**config.mk**
```make
export PLATFORM = sky130hd
export DESIGN_NAME = fetch_unit_flat
export DESIGN_NICKNAME = d
export VERILOG_FILES = /design/src/rtl/fetch_unit_pkg.sv /design/src/rtl/fetch_unit_if.sv /design/src/rtl/fetch_buffer.sv /design/src/rtl/fetch_unit.sv /design/src/flat_wrapper.sv
export SDC_FILE = /design/constraint.sdc
export NUM_CORES = 1
export LEC_CHECK = 0
export CAP_MARGIN = 15
export CELL_PAD_IN_SITES_DETAIL_PLACEMENT = 2
export CELL_PAD_IN_SITES_GLOBAL_PLACEMENT = 2
export CORE_MARGIN = 2
export CORE_UTILIZATION = 30
export CTS_CLUSTER_SIZE = 10
export DETAILED_ROUTE_END_ITERATION = 12
export PLACE_DENSITY = 0.76
export SYNTH_ARGS = -nofsm -noshare
export SYNTH_HDL_FRONTEND = slang
export SYNTH_SLANG_ARGS = --single-unit
```
**constraint.sdc**
```tcl
create_clock -name clk -period 2.74 [get_ports clk]
set_input_delay 0.411 -clock clk [delete_from_list [all_inputs] [get_ports clk]]
set_output_delay 0.411 -clock clk [all_outputs]
set_load 0.1 [all_outputs]
```
**src/rtl/fetch_unit_pkg.sv**
```systemverilog
// Shared types and sizing for the instruction fetch unit.
package fetch_unit_pkg;

    localparam int unsigned INSTR_W   = 32;
    localparam int unsigned ADDR_W    = 32;
    localparam int unsigned BUF_DEPTH = 2;
    localparam int unsigned CNT_W     = $clog2(BUF_DEPTH + 1);
    localparam int unsigned PC_STEP   = 4;

    typedef enum logic [1:0] {
        ST_IDLE = 2'd0,
        ST_REQ  = 2'd1,
        ST_DROP = 2'd2
    } fetch_state_e;

    typedef struct packed {
        logic [ADDR_W-1:0]  pc;
        logic [INSTR_W-1:0] instr;
    } fetch_entry_t;

    // Low two address bits are never honoured on a fetch target.
    function automatic logic [ADDR_W-1:0] word_align(input logic [ADDR_W-1:0] a);
        return a & ~ADDR_W'(3);
    endfunction

endpackage

```
**src/rtl/fetch_unit_if.sv**
```systemverilog
// Fetch unit bus bundle: instruction memory port, redirect input and datapath handoff.
interface fetch_unit_if;
    import fetch_unit_pkg::*;

    logic                imem_req;
    logic [ADDR_W-1:0]   imem_addr;
    logic                imem_ack;
    logic [INSTR_W-1:0]  imem_rdata;
    logic                redirect;
    logic [ADDR_W-1:0]   redirect_pc;
    logic                inst_valid;
    logic [INSTR_W-1:0]  instruction;
    logic [ADDR_W-1:0]   inst_pc;
    logic                inst_ready;

    modport master (
        output imem_req, imem_addr, inst_valid, instruction, inst_pc,
        input  imem_ack, imem_rdata, redirect, redirect_pc, inst_ready
    );

    modport slave (
        input  imem_req, imem_addr, inst_valid, instruction, inst_pc,
        output imem_ack, imem_rdata, redirect, redirect_pc, inst_ready
    );

endinterface

```
**src/rtl/fetch_buffer.sv**
```systemverilog
// Two-entry shifting FIFO of {pc, instruction}; head is always slot 0 so it leaves a flop directly.
module fetch_buffer
    import fetch_unit_pkg::*;
(
    input  logic             clk,
    input  logic             rst_n,
    input  logic             flush_i,
    input  logic             push_i,
    input  fetch_entry_t     push_data_i,
    input  logic             pop_i,
    output logic             full_o,
    output logic             empty_o,
    output logic [CNT_W-1:0] count_o,
    output fetch_entry_t     head_o
);

    fetch_entry_t     entries_q [BUF_DEPTH];
    fetch_entry_t     entries_d [BUF_DEPTH];
    logic [CNT_W-1:0] count_q, count_d, fill_idx;
    logic             full_q, empty_q;
    logic             do_push, do_pop;

    assign do_pop   = pop_i && !empty_q;
    assign do_push  = push_i && (!full_q || do_pop);
    assign fill_idx = count_q - CNT_W'(do_pop);

    // Shift on pop, then write the new word into the first free slot.
    always_comb begin
        entries_d = entries_q;
        count_d   = count_q;
        if (flush_i) begin
            count_d = '0;
        end else begin
            if (do_pop) begin
                for (int unsigned i = 0; i < BUF_DEPTH - 1; i++) begin
                    entries_d[i] = entries_q[i+1];
                end
            end
            if (do_push) begin
                for (int unsigned i = 0; i < BUF_DEPTH; i++) begin
                    if (CNT_W'(i) == fill_idx) begin
                        entries_d[i] = push_data_i;
                    end
                end
            end
            count_d = fill_idx + CNT_W'(do_push);
        end
    end

    always_ff @(posedge clk or negedge rst_n) begin
        if (!rst_n) begin
            entries_q <= '{default: '0};
            count_q   <= '0;
            full_q    <= 1'b0;
            empty_q   <= 1'b1;
        end else begin
            entries_q <= entries_d;
            count_q   <= count_d;
            full_q    <= (count_d == CNT_W'(BUF_DEPTH));
            empty_q   <= (count_d == '0);
        end
    end

    assign full_o  = full_q;
    assign empty_o = empty_q;
    assign count_o = count_q;
    assign head_o  = entries_q[0];

endmodule

```
**src/rtl/fetch_unit.sv**
```systemverilog
// Instruction fetch unit: one outstanding memory request feeding a two-entry buffer.
// Optional FETCH_ALIGN_CHECK_EN adds a sticky align_fault output for misaligned redirects.
module fetch_unit
    import fetch_unit_pkg::*;
#(
    parameter logic [ADDR_W-1:0] RESET_PC = 32'h0000_0000
) (
    input  logic         clk,
    input  logic         reset,
    fetch_unit_if.master fetch_if
`ifdef FETCH_ALIGN_CHECK_EN
    ,
    output logic         align_fault
`endif
);

    fetch_state_e      state_q, state_d;
    logic [ADDR_W-1:0] fetch_pc_q, fetch_pc_d;
    logic [ADDR_W-1:0] imem_addr_q, imem_addr_d;
    logic              imem_req_q, imem_req_d;
    logic [ADDR_W-1:0] redirect_tgt;

    logic              buf_push, buf_pop, buf_full, buf_empty;
    logic [CNT_W-1:0]  buf_count;
    logic [CNT_W:0]    cnt_next;
    fetch_entry_t      push_entry, head_entry;

    assign redirect_tgt = word_align(fetch_if.redirect_pc);
    assign buf_pop      = !buf_empty && fetch_if.inst_ready && !fetch_if.redirect;
    assign buf_push     = (state_q == ST_REQ) && fetch_if.imem_ack && !fetch_if.redirect;
    assign cnt_next     = {1'b0, buf_count} + (CNT_W+1)'(buf_push) - (CNT_W+1)'(buf_pop);
    assign push_entry   = '{pc: fetch_pc_q, instr: fetch_if.imem_rdata};

    fetch_buffer u_buffer (
        .clk         (clk),
        .rst_n       (reset),
        .flush_i     (fetch_if.redirect),
        .push_i      (buf_push),
        .push_data_i (push_entry),
        .pop_i       (buf_pop),
        .full_o      (buf_full),
        .empty_o     (buf_empty),
        .count_o     (buf_count),
        .head_o      (head_entry)
    );

    // A new request is issued whenever the buffer will have room once the current ack lands.
    always_comb begin
        state_d    = state_q;
        fetch_pc_d = fetch_pc_q;
        case (state_q)
            ST_IDLE: begin
                if (fetch_if.redirect) begin
                    state_d    = ST_REQ;
                    fetch_pc_d = redirect_tgt;
                end else if (!buf_full || buf_pop) begin
                    state_d = ST_REQ;
                end
            end
            ST_REQ: begin
                if (fetch_if.redirect) begin
                    fetch_pc_d = redirect_tgt;
                    state_d    = fetch_if.imem_ack ? ST_REQ : ST_DROP;
                end else if (fetch_if.imem_ack) begin
                    fetch_pc_d = fetch_pc_q + ADDR_W'(PC_STEP);
                    state_d    = (cnt_next < (CNT_W+1)'(BUF_DEPTH)) ? ST_REQ : ST_IDLE;
                end
            end
            ST_DROP: begin
                if (fetch_if.redirect) begin
                    fetch_pc_d = redirect_tgt;
                end
                if (fetch_if.imem_ack) begin
                    state_d = ST_REQ;
                end
            end
            default: state_d = ST_IDLE;
        endcase
        imem_req_d  = (state_d != ST_IDLE);
        // The stale request keeps its original address until memory accepts it.
        imem_addr_d = (state_d == ST_DROP) ? imem_addr_q : fetch_pc_d;
    end

    always_ff @(posedge clk or negedge reset) begin
        if (!reset) begin
            state_q     <= ST_IDLE;
            fetch_pc_q  <= RESET_PC;
            imem_req_q  <= 1'b0;
            imem_addr_q <= RESET_PC;
        end else begin
            state_q     <= state_d;
            fetch_pc_q  <= fetch_pc_d;
            imem_req_q  <= imem_req_d;
            imem_addr_q <= imem_addr_d;
        end
    end

`ifdef FETCH_ALIGN_CHECK_EN
    logic align_fault_q;

    always_ff @(posedge clk or negedge reset) begin
        if (!reset) begin
            align_fault_q <= 1'b0;
        end else if (fetch_if.redirect && (fetch_if.redirect_pc[1:0] != 2'b00)) begin
            align_fault_q <= 1'b1;
        end
    end

    assign align_fault = align_fault_q;
`endif

    assign fetch_if.imem_req    = imem_req_q;
    assign fetch_if.imem_addr   = imem_addr_q;
    assign fetch_if.inst_valid  = !buf_empty;
    assign fetch_if.instruction = head_entry.instr;
    assign fetch_if.inst_pc     = head_entry.pc;

endmodule
```
**src/flat_wrapper.sv**
```systemverilog
// flat-port wrapper written by rule: the top's interface ports become plain ports
module fetch_unit_flat import fetch_unit_pkg::*;
#(
    parameter logic [ADDR_W-1:0] RESET_PC = 32'h0000_0000
)
  (clk, reset, fetch_if_imem_req, fetch_if_imem_addr, fetch_if_inst_valid, fetch_if_instruction, fetch_if_inst_pc, fetch_if_imem_ack, fetch_if_imem_rdata, fetch_if_redirect, fetch_if_redirect_pc, fetch_if_inst_ready);
  fetch_unit_if fetch_if_i ();
  input  logic clk;
  input  logic reset;
  output wire logic [$bits(fetch_if_i.imem_req)-1:0] fetch_if_imem_req;
  output wire logic [$bits(fetch_if_i.imem_addr)-1:0] fetch_if_imem_addr;
  output wire logic [$bits(fetch_if_i.inst_valid)-1:0] fetch_if_inst_valid;
  output wire logic [$bits(fetch_if_i.instruction)-1:0] fetch_if_instruction;
  output wire logic [$bits(fetch_if_i.inst_pc)-1:0] fetch_if_inst_pc;
  input wire logic [$bits(fetch_if_i.imem_ack)-1:0] fetch_if_imem_ack;
  input wire logic [$bits(fetch_if_i.imem_rdata)-1:0] fetch_if_imem_rdata;
  input wire logic [$bits(fetch_if_i.redirect)-1:0] fetch_if_redirect;
  input wire logic [$bits(fetch_if_i.redirect_pc)-1:0] fetch_if_redirect_pc;
  input wire logic [$bits(fetch_if_i.inst_ready)-1:0] fetch_if_inst_ready;
  assign fetch_if_imem_req = fetch_if_i.imem_req;
  assign fetch_if_imem_addr = fetch_if_i.imem_addr;
  assign fetch_if_inst_valid = fetch_if_i.inst_valid;
  assign fetch_if_instruction = fetch_if_i.instruction;
  assign fetch_if_inst_pc = fetch_if_i.inst_pc;
  assign fetch_if_i.imem_ack = fetch_if_imem_ack;
  assign fetch_if_i.imem_rdata = fetch_if_imem_rdata;
  assign fetch_if_i.redirect = fetch_if_redirect;
  assign fetch_if_i.redirect_pc = fetch_if_redirect_pc;
  assign fetch_if_i.inst_ready = fetch_if_inst_ready;
  fetch_unit #(.RESET_PC(RESET_PC)) u_core (.clk(clk), .reset(reset), .fetch_if(fetch_if_i));
endmodule
```
Word-level counts from Yosys, hierarchy flattened

Cells that the tools add are included.
W data, S select, Z words.

Flip-flop bits (word level): 199
Bits of input ports: 69
Output and inout bits: 98
Logic and storage cells: 57

Add/subtract/negate cells: 5
Order comparisons: 1
Eq/ne operators: 5
Muxes and demuxes: 17
Bitwise logic cells: 1
Reductions and logical operators: 17

Operator list:

| kind                    | number |
|---|---|
| $mux W64                | 3 |
| $mux W128               | 1 |
| $mux W32                | 3 |
| $pmux W32 S2            | 1 |
| $add A32 B3 Y32 const B | 1 |
| $mux W2                 | 7 |
| $eq A2 B2 Y1 const B    | 3 |
| $logic_and A1 B1 Y1     | 6 |
| $logic_not A2 Y1        | 3 |
| $pmux W2 S3             | 1 |
| $add A2 B1 Y3           | 1 |
| $logic_not A1 Y1        | 3 |
| $lt A3 B2 Y1 const B    | 1 |
| $reduce_and A3 Y1       | 1 |
| $sub A3 B1 Y3           | 1 |
| $add A2 B1 Y2           | 1 |
| $eq A1 B2 Y1 const A    | 1 |
| $eq A2 B1 Y1 const B    | 1 |
| $logic_or A1 B1 Y1      | 2 |
| $reduce_bool A2 Y1      | 1 |
| $reduce_or A2 Y1        | 1 |
| $sub A2 B1 Y2           | 1 |
| $mux W1                 | 1 |
| $not A1 Y1              | 1 |

Depth between registers and ports, before layout

Gate-level depths: netlist (run 1).

Depth after elaboration: 11
Gate-level depth with buffers: 11
Mapped depth without buffers: 10

Modules after synthesis

Synthesis (run 1) repeated with hierarchy kept, for this count alone.

Cells, all modules: 853
Area, all modules: 9,716.8 um2

Modules (own cells, without submodules):

| module       | times used | cells an instance | area each (um2) | sequential area each (um2) |
|---|---|---|---|---|
| fetch_buffer | 1          | 446               | 5,898.2         | 3,304.4 |
| fetch_unit   | 1          | 407               | 3,818.7         | 1,676.6 |

Worst setup path before layout (run 1)

OpenSTA, ideal clock, no wires.

Path type: register to register
Start: register u_core.u_buffer.empty_q, in the netlist u_core.u_buffer.empty_o
End: register u_core.u_buffer.entries_q[10] (netlist name)
Setup time: 0.125 ns
Data arrival time: 2.398 ns
Required time: 2.615 ns
Setup slack: 0.217 ns
Stages on the path, launching flop included: 11
Path buffers: 3
Clock period less this slack: 2.523 ns
Cells stage by stage: dfstp_2 or3b_1 clkbuf_1 inv_1 ha_1 xor2_1 a211oi_2 and2_1 buf_4 buf_6 mux2_2

Cells in the longest elaborated chain, start to end: 7
Elaborated cells on any way between the ends: 9
Classes of those cells: 1 x add/sub; 1 x eq/ne; 7 x reduce/logical

Ends and longest elaborated chain:

| what                                                | RTL line                               | source |
|---|---|---|
| from (decl)                                         | fetch_buffer.sv:20                     | `logic full_q, empty_q;` |
| from (signal assigned)                              | fetch_buffer.sv:60                     | `empty_q <= (count_d == '0);` |
| $logic_not A1 Y1 *                                  | fetch_buffer.sv:23, fetch_unit.sv:29   |  |
| $logic_and A1 B1 Y1 (2 in a row)                    | fetch_unit.sv:29                       | `assign buf_pop = !buf_empty && fetch_if.inst_ready && !fetch_if.redirect;` |
| $logic_and A1 B1 Y1 *                               | fetch_buffer.sv:23                     | `assign do_pop = pop_i && !empty_q;` |
| $sub A2 B1 Y2 or $logic_or A1 B1 Y1 (tied branches) | fetch_buffer.sv:25, fetch_buffer.sv:24 |  |
| $eq A1 B2 Y1 or $logic_and A1 B1 Y1 (tied branches) | fetch_buffer.sv:41, fetch_buffer.sv:24 |  |
| $reduce_and A3 Y1 (no source line) *                | -                                      |  |
| to (signal assigned)                                | fetch_buffer.sv:57                     | `entries_q <= entries_d;` |
| to (decl)                                           | fetch_buffer.sv:17                     | `fetch_entry_t entries_q [BUF_DEPTH];` |

Every way passes the cells marked *; elsewhere a longest branch is shown, timed or not.
A chain may end at the register's enable or synchronous reset.

Worst setup path in the final report (run 1)

Start: input port fetch_if_redirect
End: register u_core.state_q[0]

Cells in the longest elaborated chain, start to end: 9
Elaborated cells on any way between the ends: 13
Classes of those cells: 2 x add/sub; 1 x order compare; 6 x mux; 4 x reduce/logical

Ends and longest elaborated chain:

| what                  | RTL line                           | source |
|---|---|---|
| from (decl)           | flat_wrapper.sv:17                 | `input wire logic [$bits(fetch_if_i.redirect)-1:0] fetch_if_redirect;` |
| $logic_not A1 Y1      | fetch_unit.sv:29, fetch_unit.sv:30 |  |
| $logic_and A1 B1 Y1   | fetch_unit.sv:30                   | `assign buf_push = (state_q == ST_REQ) && fetch_if.imem_ack && !fetch_if.redirect;` |
| $add A2 B1 Y3         | fetch_unit.sv:31                   | `assign cnt_next = {1'b0, buf_count} + (CNT_W+1)'(buf_push) - (CNT_W+1)'(buf_pop);` |
| $sub A3 B1 Y3         | fetch_unit.sv:31                   |  |
| $lt A3 B2 Y1          | fetch_unit.sv:66                   | `state_d = (cnt_next < (CNT_W+1)'(BUF_DEPTH)) ? ST_REQ : ST_IDLE;` |
| $mux W1               | fetch_unit.sv:66                   |  |
| $mux W2               | fetch_unit.sv:64                   | `end else if (fetch_if.imem_ack) begin` |
| $mux W2               | fetch_unit.sv:61                   | `if (fetch_if.redirect) begin` |
| $pmux W2 S3 *         | fetch_unit.sv:51                   | `case (state_q)` |
| net u_core.state_d[0] | fetch_unit.sv:17                   | `fetch_state_e state_q, state_d;` |
| to (signal assigned)  | fetch_unit.sv:91                   | `state_q <= state_d;` |
| to (decl)             | fetch_unit.sv:17                   |  |

The timed path passes the listed nets; every way through them passes the cells marked *.

==> results.json, run 1 <==
{
  "antenna_found_initial": 0,
  "cts_root_buf": "clkbuf_16",
  "globalRouteMet3Util_pct": 3.47,
  "gr-usage-met1_pct": 24.5,
  "period_share_pct": 94.7,
  "cts_tree": "built",
  "status": "completed",
  "dp_cells": 1369,
  "ys_warn_count": 0,
  "leakage_nw": 5.20,
  "async_flop_share_pct": 100,
  "reg2reg_slack_ns": 0.21,
  "maxSlewViolCount": 0,
  "synth_ff_type": "dfrtp_1",
  "critical_path_required_ns": 3.09,
  "period_needed_ns": 2.59,
  "io_pins": 167,
  "syn2layout_area_growth_pct": 24.8,
  "ys_ff_latch": 199,
  "maxCapViolations": 0,
  "utilization_pct": 38.3,
  "peakVddDrop_uv": 866,
  "path_class": "in -> reg",
  "min_path_type": "reg -> reg",
  "syn_nets": 943,
  "tightest_slew_ns": 0.585,
  "diodes": 0,
  "cts_made_buffers": 17,
  "power_density_nw_per_um2": 1400,
  "drt_first_pass_iters": 5,
  "htreeDepth": 4,
  "first_iter_violations": 523,
  "busiest_layer": "met2",
  "clkLatencyLatePin_ns": 0.45,
  "hold_viol_final": 0,
  "clkTransAtPathRegs_ns": 0.08,
  "rsz0062_at_grt": "no",
  "grt_start_max_net_pins": 63,
  "tns_ns": 0,
  "cts_buffer_depth": 2,
  "drc": 0,
  "die_h_um": 181,
  "cp.arrival_ns": 2.94,
  "rows": 64,
  "grt_pass1_wl_um": 48800,
  "dp_hpwl_um": 21600,
  "synth_cell_types": 65,
  "wl_per_cell_um": 21.9,
  "gp_congestion": 0.797,
  "final_cell_count_no_fill": 1402,
  "syn_area_um2": 9450,
  "yosysSeqAreaShare_pct": 52.7,
  "setup_viol": 0,
  "final_nets": 1067,
  "grt_pass1_vias": 8258,
  "vias_per_cell": 5.25,
  "fp.dieArea_um2": 32900,
  "postSynthCellCount": 869,
  "port-buffer-count": 164,
  "dp_slack_ns": -0.392,
  "timing.fmax_mhz": 385,
  "design.core.area_um2": 30800,
  "worstSetupStartpointType": "primary input",
  "fp.dieW_um": 181,
  "setup_slack_ns": 0.145,
  "synth_edf_count": 0,
  "drt-total-wl_um": 30700,
  "drive_gt1_share_pct": 29.9,
  "grt_util_met2_pct": 33.7,
  "ant_nets": 0,
  "overflow": 0,
  "cts_sinks": 199,
  "clock_skew_ns": 0.0122,
  "synth_area_per_cell_um2": 10.9,
  "path_max_fanout": 3,
  "start_util_pct": 30.7,
  "fill_cells": 3259,
  "slew_headroom_pct": 61.0,
  "grt_usage_pct": 19.2,
  "vias": 7361,
  "end_kind": "flip-flop"
}
## synth_stat cells, types with 7 or more instances
master / count / area, µm²
mux2_2: 86 / 968
nor2_1: 117 / 439
o21ai_0: 9 / 45.0
nand3_1: 7 / 35.0
buf_2: 10 / 50.1
a222oi_1: 19 / 190
a31oi_1: 9 / 56.3
a21oi_1: 26 / 130
nand2_1: 32 / 120
and4_1: 10 / 87.6
nor3_1: 19 / 95.1
nand4_1: 12 / 75.1
clkbuf_1: 31 / 116
inv_1: 30 / 113
buf_4: 70 / 526
a211oi_1: 9 / 67.6
buf_6: 10 / 113
and2_1: 7 / 43.8
o22ai_1: 54 / 338
dfrtp_1: 198 / 4950
## timing repair
item | 4_1_cts | 5_1_grt
hold buffers | 1 | 0
endpoints found under the hold margin | 58 | 0
endpoints found under the setup margin | 0 | 1
buffers inserted | 0 | 0
gates resized for setup | 0 | 2
## final cells by class
class	count	area [µm²]	share of cell area [%]
multi-input cells	512	3530	30.0
clock buffers	18	429	3.64
repair buffers	232	2100	17.8
flip-flops and latches	199	4980	42.2
inverters	31	116	0.987
well taps	396	495	4.20
clock inverters	14	135	1.15
## through the flow
stage,power [mW],hold WS [ns],cell area (µm²)
CTS,16.7,0.484,11800
detailed placement,14.1,0.457,11200
global route,17.3,0.516,11800
finish,16.5,0.479,11800
floorplan,12.3,0.115,9450
global placement,13.8,0.457,11200
## cells by family after synthesis
group                    synth area share [%]
AND/OR/NAND/NOR                          12.8
flip-flops                               52.7
AO/OA/AOI/OAI                            12.5
buffers and inverters                    10.0
multiplexers                             10.7
XOR/XNOR                                0.556
adder cells (fa/ha/maj)                 0.741
## where the power goes
part | switching (mW) | total [mW] | internal [mW]
Combinational | 6.68 | 9.00 | 2.32
Sequential | 0.879 | 5.02 | 4.14
Clock | 1.27 | 2.47 | 1.21
## final timing paths
kind / cells after the start / end / start
max reg2reg: 9 / u_core.state_q[0] / u_core.state_q[1]
min reg2reg: 2 / u_core.fetch_if.imem_addr[2] / u_core.fetch_if.imem_addr[2]
min: 2 / u_core.fetch_if.imem_addr[2] / u_core.fetch_if.imem_addr[2]
min in group asynchronous: 2 / u_core.u_buffer.head_o[28] / reset
max in group asynchronous: 3 / u_core.u_buffer.entries_q[40] / reset
max: 10 / u_core.state_q[0] / fetch_if_redirect
## state kept, by name (all words and copies together), names as in the netlist
| register | cells |
|---|---|
| u_core.fetch_if.imem_req | 1 |
| u_core.state_q | 2 |
| u_core.fetch_if.imem_addr | 32 |
| u_core.u_buffer.empty_o | 1 |
| u_core.u_buffer.entries_q | 64 |
| u_core.fetch_pc_q | 32 |
| u_core.u_buffer.count_o | 2 |
| u_core.u_buffer.head_o | 64 |
| u_core.u_buffer.full_o | 1 |
## critical path, stage by stage
cell             delay, ns
clkdlybuf4s50_1       0.44
or4bb_1               0.56
ha_1                  0.30
nand2b_1              0.16
fa_1                  0.38
xnor2_1               0.19
a21oi_1               0.09
a21oi_1               0.11
nor2_1                0.08
a221oi_2              0.22
## routing by layer
layer	share of wire (%)	wire length [µm]
met5	0	0
met4	1.3	401
met3	4.5	1380
met2	50	15400
met1	44	13500
## placed cells by master (no fill, tap or decap), types with 4 or more instances in the layout
cell,Yosys,final
a21oi_1,26,26
nand4_1,12,12
clkbuf_16,0,17
and3_1,6,6
buf_12,0,15
xnor2_1,4,4
mux2_2,86,86
clkdlybuf4s50_1,0,64
nor3b_1,4,4
inv_1,30,30
and4_1,10,10
a31oi_1,9,9
or2_2,4,4
a211oi_1,9,9
inv_8,0,4
and2_1,7,6
o21ai_0,9,9
dfrtp_1,198,198
o22ai_1,54,54
nand3_1,7,7
nand2_1,32,32
nor2_1,117,117
a311oi_1,5,5
ha_1,4,4
nor3_1,19,19
a41o_1,5,5
a222oi_1,19,19
nor2b_1,5,5
buf_4,70,150
No activity file was read; power rests on OpenSTA's default activity.
==> run 2, diff against run 1 <==
--- a/config.mk
+++ b/config.mk
@@ -13,6 +13,7 @@
 export CTS_CLUSTER_SIZE = 10
 export DETAILED_ROUTE_END_ITERATION = 12
 export PLACE_DENSITY = 0.76
+export SKIP_LAST_GASP = 1
 export SYNTH_ARGS = -nofsm -noshare
 export SYNTH_HDL_FRONTEND = slang
 export SYNTH_SLANG_ARGS = --single-unit
==> results of run 2 <==
Final layout, timing and power as in run 1 (identical DEF).
